--- src/rtl/uart_pkg.sv ---
// Shared types and constants for the UART message sequencer.
// Holds the FSM encoding, the default byte width and the power-on message contents.
package uart_pkg;

    localparam int DATA_W_DEF = 8;

    typedef enum logic [2:0] {
        IDLE,
        ISSUE,
        WAIT_ACK,
        WAIT_DONE,
        GAP
    } seq_state_t;

    localparam logic [7:0] MSG_DEF_0 = 8'hFF;
    localparam logic [7:0] MSG_DEF_1 = 8'h51;
    localparam logic [7:0] MSG_DEF_2 = 8'h55;
    localparam logic [7:0] MSG_DEF_3 = 8'h55;

    // Power-on content of buffer slot idx; slots past the canned message start at zero.
    function automatic logic [7:0] default_byte(input int idx);
        case (idx)
            0:       return MSG_DEF_0;
            1:       return MSG_DEF_1;
            2:       return MSG_DEF_2;
            3:       return MSG_DEF_3;
            default: return 8'h00;
        endcase
    endfunction

endpackage

--- src/rtl/seq_cycle_counter.sv ---
// Clearable up-counter that flags when it sits at LIMIT; saturates there.
// Latency: at_limit is a compare on the registered count; no backpressure.
module seq_cycle_counter #(
    parameter int W     = 4,
    parameter int LIMIT = 15
) (
    input  logic clk,
    input  logic reset,
    input  logic clr,
    input  logic en,
    output logic at_limit
);

    localparam logic [W-1:0] LIM = W'(LIMIT);

    logic [W-1:0] count;

    assign at_limit = (count == LIM);

    always_ff @(posedge clk or negedge reset) begin
        if (!reset) begin
            count <= '0;
        end else if (clr) begin
            count <= '0;
        end else if (en && !at_limit) begin
            count <= count + 1'b1;
        end
    end

endmodule

--- src/rtl/uart_msg_sequencer.sv ---
// Streams the MSG_LEN-byte buffer to the UART transmitter on each start pulse.
// tx_wr one cycle after start; each byte waits for the tx_busy rise/fall handshake plus a gap.
module uart_msg_sequencer
    import uart_pkg::*;
#(
    parameter int  MSG_LEN     = 4,
    parameter int  DATA_W      = DATA_W_DEF,
    parameter int  GAP_CYCLES  = 16,
    parameter int  ACK_TIMEOUT = 1024,
    localparam int IDX_W       = $clog2(MSG_LEN)
) (
    input  logic              clk,
    input  logic              reset,
    input  logic              start,
    input  logic              load_en,
    input  logic [IDX_W-1:0]  load_addr,
    input  logic [DATA_W-1:0] load_data,
    input  logic              tx_busy,
    output logic              tx_wr,
    output logic [DATA_W-1:0] tx_data,
    output logic              seq_busy,
    output logic [IDX_W-1:0]  byte_idx,
    output logic              done,
    output logic              err
);

    localparam int ACK_W   = $clog2(ACK_TIMEOUT + 1);
    localparam int GAP_W   = (GAP_CYCLES == 0) ? 1 : $clog2(GAP_CYCLES + 1);
    localparam int GAP_LIM = (GAP_CYCLES == 0) ? 0 : GAP_CYCLES - 1;
    localparam logic [IDX_W-1:0] LAST_IDX = IDX_W'(MSG_LEN - 1);

    seq_state_t        state;
    logic [DATA_W-1:0] buffer [MSG_LEN];

    logic ack_en, ack_hit;
    logic gap_en, gap_hit;

    // The ack window includes the ISSUE cycle so err lands exactly ACK_TIMEOUT cycles after tx_wr.
    assign ack_en   = (state == ISSUE) || (state == WAIT_ACK);
    assign gap_en   = (state == GAP);
    assign seq_busy = (state != IDLE);

    seq_cycle_counter #(
        .W     (ACK_W),
        .LIMIT (ACK_TIMEOUT - 1)
    ) u_ack_cnt (
        .clk      (clk),
        .reset    (reset),
        .clr      (!ack_en),
        .en       (ack_en),
        .at_limit (ack_hit)
    );

    seq_cycle_counter #(
        .W     (GAP_W),
        .LIMIT (GAP_LIM)
    ) u_gap_cnt (
        .clk      (clk),
        .reset    (reset),
        .clr      (!gap_en),
        .en       (gap_en),
        .at_limit (gap_hit)
    );

    always_ff @(posedge clk or negedge reset) begin
        if (!reset) begin
            state    <= IDLE;
            tx_wr    <= 1'b0;
            tx_data  <= '0;
            byte_idx <= '0;
            done     <= 1'b0;
            err      <= 1'b0;
            for (int i = 0; i < MSG_LEN; i++) begin
                buffer[i] <= DATA_W'(default_byte(i));
            end
        end else begin
            tx_wr <= 1'b0;
            done  <= 1'b0;
            err   <= 1'b0;
            case (state)
                IDLE: begin
                    if (load_en) begin
                        buffer[load_addr] <= load_data;
                    end
                    if (start) begin
                        state    <= ISSUE;
                        byte_idx <= '0;
                        tx_wr    <= 1'b1;
                        // Forward a same-cycle write to slot 0 so the fresh value goes out.
                        tx_data  <= (load_en && (load_addr == '0)) ? load_data : buffer[0];
                    end
                end
                ISSUE: begin
                    state <= WAIT_ACK;
                end
                WAIT_ACK: begin
                    if (tx_busy) begin
                        state <= WAIT_DONE;
                    end else if (ack_hit) begin
                        err   <= 1'b1;
                        state <= IDLE;
                    end
                end
                WAIT_DONE: begin
                    if (!tx_busy) begin
                        if (byte_idx == LAST_IDX) begin
                            done  <= 1'b1;
                            state <= IDLE;
                        end else begin
                            byte_idx <= byte_idx + 1'b1;
                            state    <= GAP;
                        end
                    end
                end
                GAP: begin
                    if (gap_hit) begin
                        state   <= ISSUE;
                        tx_wr   <= 1'b1;
                        tx_data <= buffer[byte_idx];
                    end
                end
                default: begin
                    state <= IDLE;
                end
            endcase
        end
    end

endmodule

--- config.mk ---
export PLATFORM = sky130hd
export DESIGN_NAME = uart_msg_sequencer
export DESIGN_NICKNAME = d
export VERILOG_FILES = /design/src/rtl/uart_pkg.sv /design/src/rtl/seq_cycle_counter.sv /design/src/rtl/uart_msg_sequencer.sv
export SDC_FILE = /design/constraint.sdc
export NUM_CORES = 1
export LEC_CHECK = 0
export ABC_CLOCK_PERIOD_IN_PS = 4850
export CORE_ASPECT_RATIO = 1.4
export CORE_MARGIN = 8
export CORE_UTILIZATION = 39
export CTS_CLUSTER_SIZE = 14
export DETAILED_ROUTE_END_ITERATION = 6
export DONT_BUFFER_PORTS = 1
export GPL_ROUTABILITY_DRIVEN = 0
export SYNTH_ARGS = -nofsm -noshare
export SYNTH_HDL_FRONTEND = slang
export SYNTH_SLANG_ARGS = --single-unit
--- constraint.sdc ---
create_clock -name clk -period 4.85 [get_ports clk]
set_input_delay 0.97 -clock clk [delete_from_list [all_inputs] [get_ports clk]]
set_output_delay 0.97 -clock clk [all_outputs]
set_load 0.05 [all_outputs]
Word-level counts from Yosys, hierarchy flattened --
Index checks and enable logic that the tools add are counted.
Cells by class: add/subtract/negate cells 3, $mul 0, div/mod/pow operators 0, magnitude comparators 3, eq/ne operators 14, shift-type cells 0, multiplexer cells 34, bitwise operators 2, reductions and logical operators 16
Operators by type and width (number):
- two-way mux 8 bit | 6
- bitwise mux 32 bit | 1
- two-way mux 11 bit | 2
- two-way mux 3 bit | 6
- binary-select mux 8 bit (select 2 bit) | 1
- demux 8 bit (select 2 bit) | 1
- case mux 8 bit (2 select lines) | 1
- case mux 3 bit (5 select lines) | 1
- != test 2 bit, second input constant | 6
- adder 11 x 1 -> 11 bit, second input constant | 1
- equality test 11 x 10 -> 1 bit, second input constant | 1
- two-way mux 5 bit | 2
- two-way mux 1 bit | 8
- AND reduction 4 bit | 2
- equality test 3 x 2 -> 1 bit, second input constant | 2
- greater-or-equal comparator 3 bit, second input constant | 2
- two-way mux 2 bit | 3
- NOT 2 -> 3 bit | 2
- adder 5 x 1 -> 5 bit, second input constant | 1
- equality test 5 x 4 -> 1 bit, second input constant | 1
- logical AND 1 bit | 4
- case mux 2 bit (2 select lines) | 1
- nonzero test 2 bit | 2
- equality test 3 x 1 -> 1 bit, second input constant | 1
- other kinds (13) | 14
Storage, ports and cells: bits in registers 64, latch bits 0, memory bits (writable) 0, memory bits (read-only) 0, memories kept 0

Logic depth before layout (Yosys ltp) --
depth after elaboration 6, depth in mapped cells 8

Hierarchy --
A second synthesis with hierarchy kept.
Second synthesis, totals: cell total of the unflattened synthesis 263, area total of the unflattened synthesis 3280.6 um2
Modules (own cells, without submodules):
- uart_msg_sequencer | instances 1, cells each 171, area each 2366.0 um2
- seq_cycle_counter at u_ack_cnt | instances 1, cells each 69, area each 654.4 um2
- seq_cycle_counter at u_gap_cnt | instances 1, cells each 23, area each 260.2 um2

Least setup slack after synthesis --
Ideal clock, no wire load.
kind reg-to-output, start point register state[0], end point output seq_busy, data arrival time 1.138 ns, data required time 3.880 ns, setup slack 2.742 ns, stages on the path, launching flop included 4, buffers on the path 1, cell sequence dfrtp_1 -> buf_2 -> nor3_4 -> inv_1
On the way: longest elaborated chain between the ends 1
Ends and longest elaborated chain:
- from (decl) | line uart_msg_sequencer.sv:32 | seq_state_t state;
- from (signal assigned) | line uart_msg_sequencer.sv:67 | state <= IDLE;
- from (signal assigned) | line uart_msg_sequencer.sv:86 | state <= ISSUE;
- from (signal assigned) | line uart_msg_sequencer.sv:94 | state <= WAIT_ACK;
- nonzero test 3 bit | line uart_msg_sequencer.sv:41 | assign seq_busy = (state != IDLE);
- to (decl) | line uart_msg_sequencer.sv:21 | output logic seq_busy,
Every way passes these cells.

Worst setup path after layout --
Ends and elaborated chain as after synthesis.

==> results_dict.tcl <==
set metrics [dict create \
    outcome "complete, no violations" \
    intPower_w 0.001352 \
    p_seq_share_pct 52.4 \
    cts_sinks 64 \
    syn_area_um2 3125 \
    h-tree-depth 3 \
    synthArstFlopShare_pct 100.0 \
    layout_min_cycle_time_ps 2663 \
    num_antenna_cells 0 \
    globalRoute.totalOverflow 0 \
    synth.avg_cell_area_um2 12.50 \
    fin_setup_tns_ps 0 \
    routedWlPerCell_um 17.76 \
    die_h_um 121.9 \
    critical_path_class "reg -> out" \
    sw_frac_of_total_pct 34.44 \
    setup_viol 0 \
    relSlewSlack_pct 26.38 \
    fill_cells 723 \
    min_path_type "in -> async" \
    synth_seq_cells 64 \
    drt_iter0_drc 105 \
    cts_tree "yes" \
    port_buffers 0 \
    hold_buffers 0 \
    slew_violations 0 \
    hold_viol 0 \
    end_kind "primary output" \
    worst_slew_pin_slew_ps 1104 \
    switchingPower_w 0.0007101 \
    yosys.cell_types.count 51 \
    drive_gt1_share_pct 32.94 \
    synth_top_area_cell "dfrtp_1" \
    start_kind "register" \
    vias_per_cell 5.487 \
    p_per_area_nw_per_um2 605.9 \
    clkPwrFrac_pct 23.9 \
    path_clk_slew_ps 70 \
    placed_cell_area_um2 3186 \
    drtPass1Iterations 4 \
    p_comb_share_pct 23.7 \
    r2r_setup_slack_ps 2690 \
    grt_max_degree 65 \
    post-cts-setup-buffers 0 \
    antenna_found_initial 0 \
    via_count 1948 \
    ctsLongestPathBuffers 2 \
    finish.instance_area_um2 3403 \
    ioPinCount 29 \
    groute.usage.overall_pct 12.25 \
    synth_ff_type "dfrtp_1" \
    area_delta_synth_final_pct 8.887 \
    nets 269 \
    synth_cells 250 \
    fmax_ghz 0.3755 \
    grt_setup_unrepaired "no" \
    clk_latency_ps 340 \
    die_w_um 91.66 \
    grt_pass1_vias 1991 \
    period_share_pct 54.91 \
    yosysTopAreaCellShare_pct 36.03 \
    synth_warnings 0 \
    synth-edff-count 0 \
    row_count 38 \
    clock-root-buffer "clkbuf_8" \
    grt_first_pass_wirelength_um 10470 \
    cp.required_ps 3880 \
    ant_nets 0 \
    core_um2 7750 \
    whs_ps 314.9 \
    r2r_start "byte_idx[0]$_DFFE_PN0P_" \
    p_leak_nw 1.474 \
    seq_area_frac_synth_pct 52.00 \
    cap_violations 0 \
    synth_nets 269 \
    total_power_w 0.002062 \
    reg2reg_depth 4 \
    instances_no_fill 355 \
    critPathMaxFanout 11 \
    peakVddDrop_mv 0.1918 \
    yosys-top-cells-area "dfrtp_1 (36%), dfstp_2 (16%), mux2_2 (12%)" \
    worstPathArrival_ps 1690 \
    start_util_pct 40.33 \
    r2r-end "tx_data[4]$_DFFE_PN0P_" \
    synth_most_common_cell "dfrtp_1" \
    routed_wl_um 6306 \
    dp_hpwl_um 4199 \
    dieArea_um2 11180 \
    fin_skew_ps 3.552 \
    dp.cells 339 \
    cts_resized 0 \
    drcViolationCount 0 \
    netlist_top_cells_count "dfrtp_1 (45), mux2_2 (32), nor2_1 (23), dfstp_2 (19), a21oi_1 (12)" \
    numCtsBuffers 9 \
]
==> power by group through the flow <==
stage | registers (W) | logic, W | clock network, W
6_report | 0.00108 | 0.000490 | 0.000492
4_1_cts | 0.00109 | 0.000498 | 0.000509
3_3_place_gp | 0.00109 | 0.000487 | 0
5_1_grt | 0.00111 | 0.000540 | 0.000531
2_1_floorplan | 0.000992 | 0.000496 | 0
3_5_place_dp | 0.00110 | 0.000497 | 0
==> critical path, stage by stage (launching register included) <==
cell and delay [ps]:
dfrtp_1 540, nor3_4 470, inv_1 340
==> stage by stage <==
| stage | worst slack [ps] | util, % |
|---|---|---|
| floorplan | 2742 | - |
| global route | 2085 | 43.91 |
| CTS | 2134 | 43.91 |
| detailed placement | 2519 | 41.10 |
| global placement | 2536 | 41.10 |
| finish | 2187 | 43.91 |
==> cells in the final DEF, fill, tap and decap left out, types with 2 or more instances in the layout <==
master,instances
dfrtp_1,45
mux2_2,32
nor2_1,23
dfstp_2,19
clkbuf_8,13
a21oi_1,12
nand2_1,11
inv_1,8
mux4_2,8
a21o_1,8
xor2_1,7
a211oi_1,7
o21ai_0,6
nor3_1,4
ha_1,4
and3_1,3
nor3b_1,3
mux2i_1,3
nand4_1,2
nand3_1,2
nand3b_1,2
or3_1,2
o21bai_1,2
xnor2_1,2
a31oi_1,2
==> kinds of logic after synthesis <==
family	count (synthesis)	synth area share, %
AND/OR/NAND/NOR	67	12.73
flip-flops	64	52.00
buffers and inverters	19	3.042
XOR/XNOR	9	2.522
AO/OA/AOI/OAI	44	9.848
multiplexers	43	18.25
adder cells (fa/ha/maj)	4	1.601
==> area by class of cell <==
type / count / area [µm²] / share of cell area [%]
clock buffer: 14 / 182.7 / 5.368
clock inverter: 2 / 35.03 / 1.029
inverter: 8 / 30.03 / 0.8824
multi-input combinational: 167 / 1405 / 41.29
sequential: 64 / 1625 / 47.76
tap: 100 / 125.1 / 3.676
==> registers in the layout, indices dropped and copies added (netlist names) <==
register and count:
u_gap_cnt.count 5, tx_data 8, u_ack_cnt.count 11, byte_idx 2, done 1, buffer 32, state 3, tx_wr 1
err 1
==> layer usage <==
metal	vias to the layer above	share of wire, %	track usage [%]
li1	908	-	-
met1	983	39	13.38
met2	40	51	19.83
met3	17	6.9	5.111
met4	0	3.0	6.783
met5	-	0	0
==> worst max path at each step <==
stage,from,to,slack (ps)
floorplan,state[0]$_DFFE_PN0P_,seq_busy,2740
global placement,state[0]$_DFFE_PN0P_,seq_busy,2540
detailed placement,state[0]$_DFFE_PN0P_,seq_busy,2520
CTS,state[0]$_DFFE_PN0P_,seq_busy,2130
global route,state[0]$_DFFE_PN0P_,seq_busy,2080
finish,state[0]$_DFFE_PN0P_,seq_busy,2190
(Power assumes the default switching activity.)
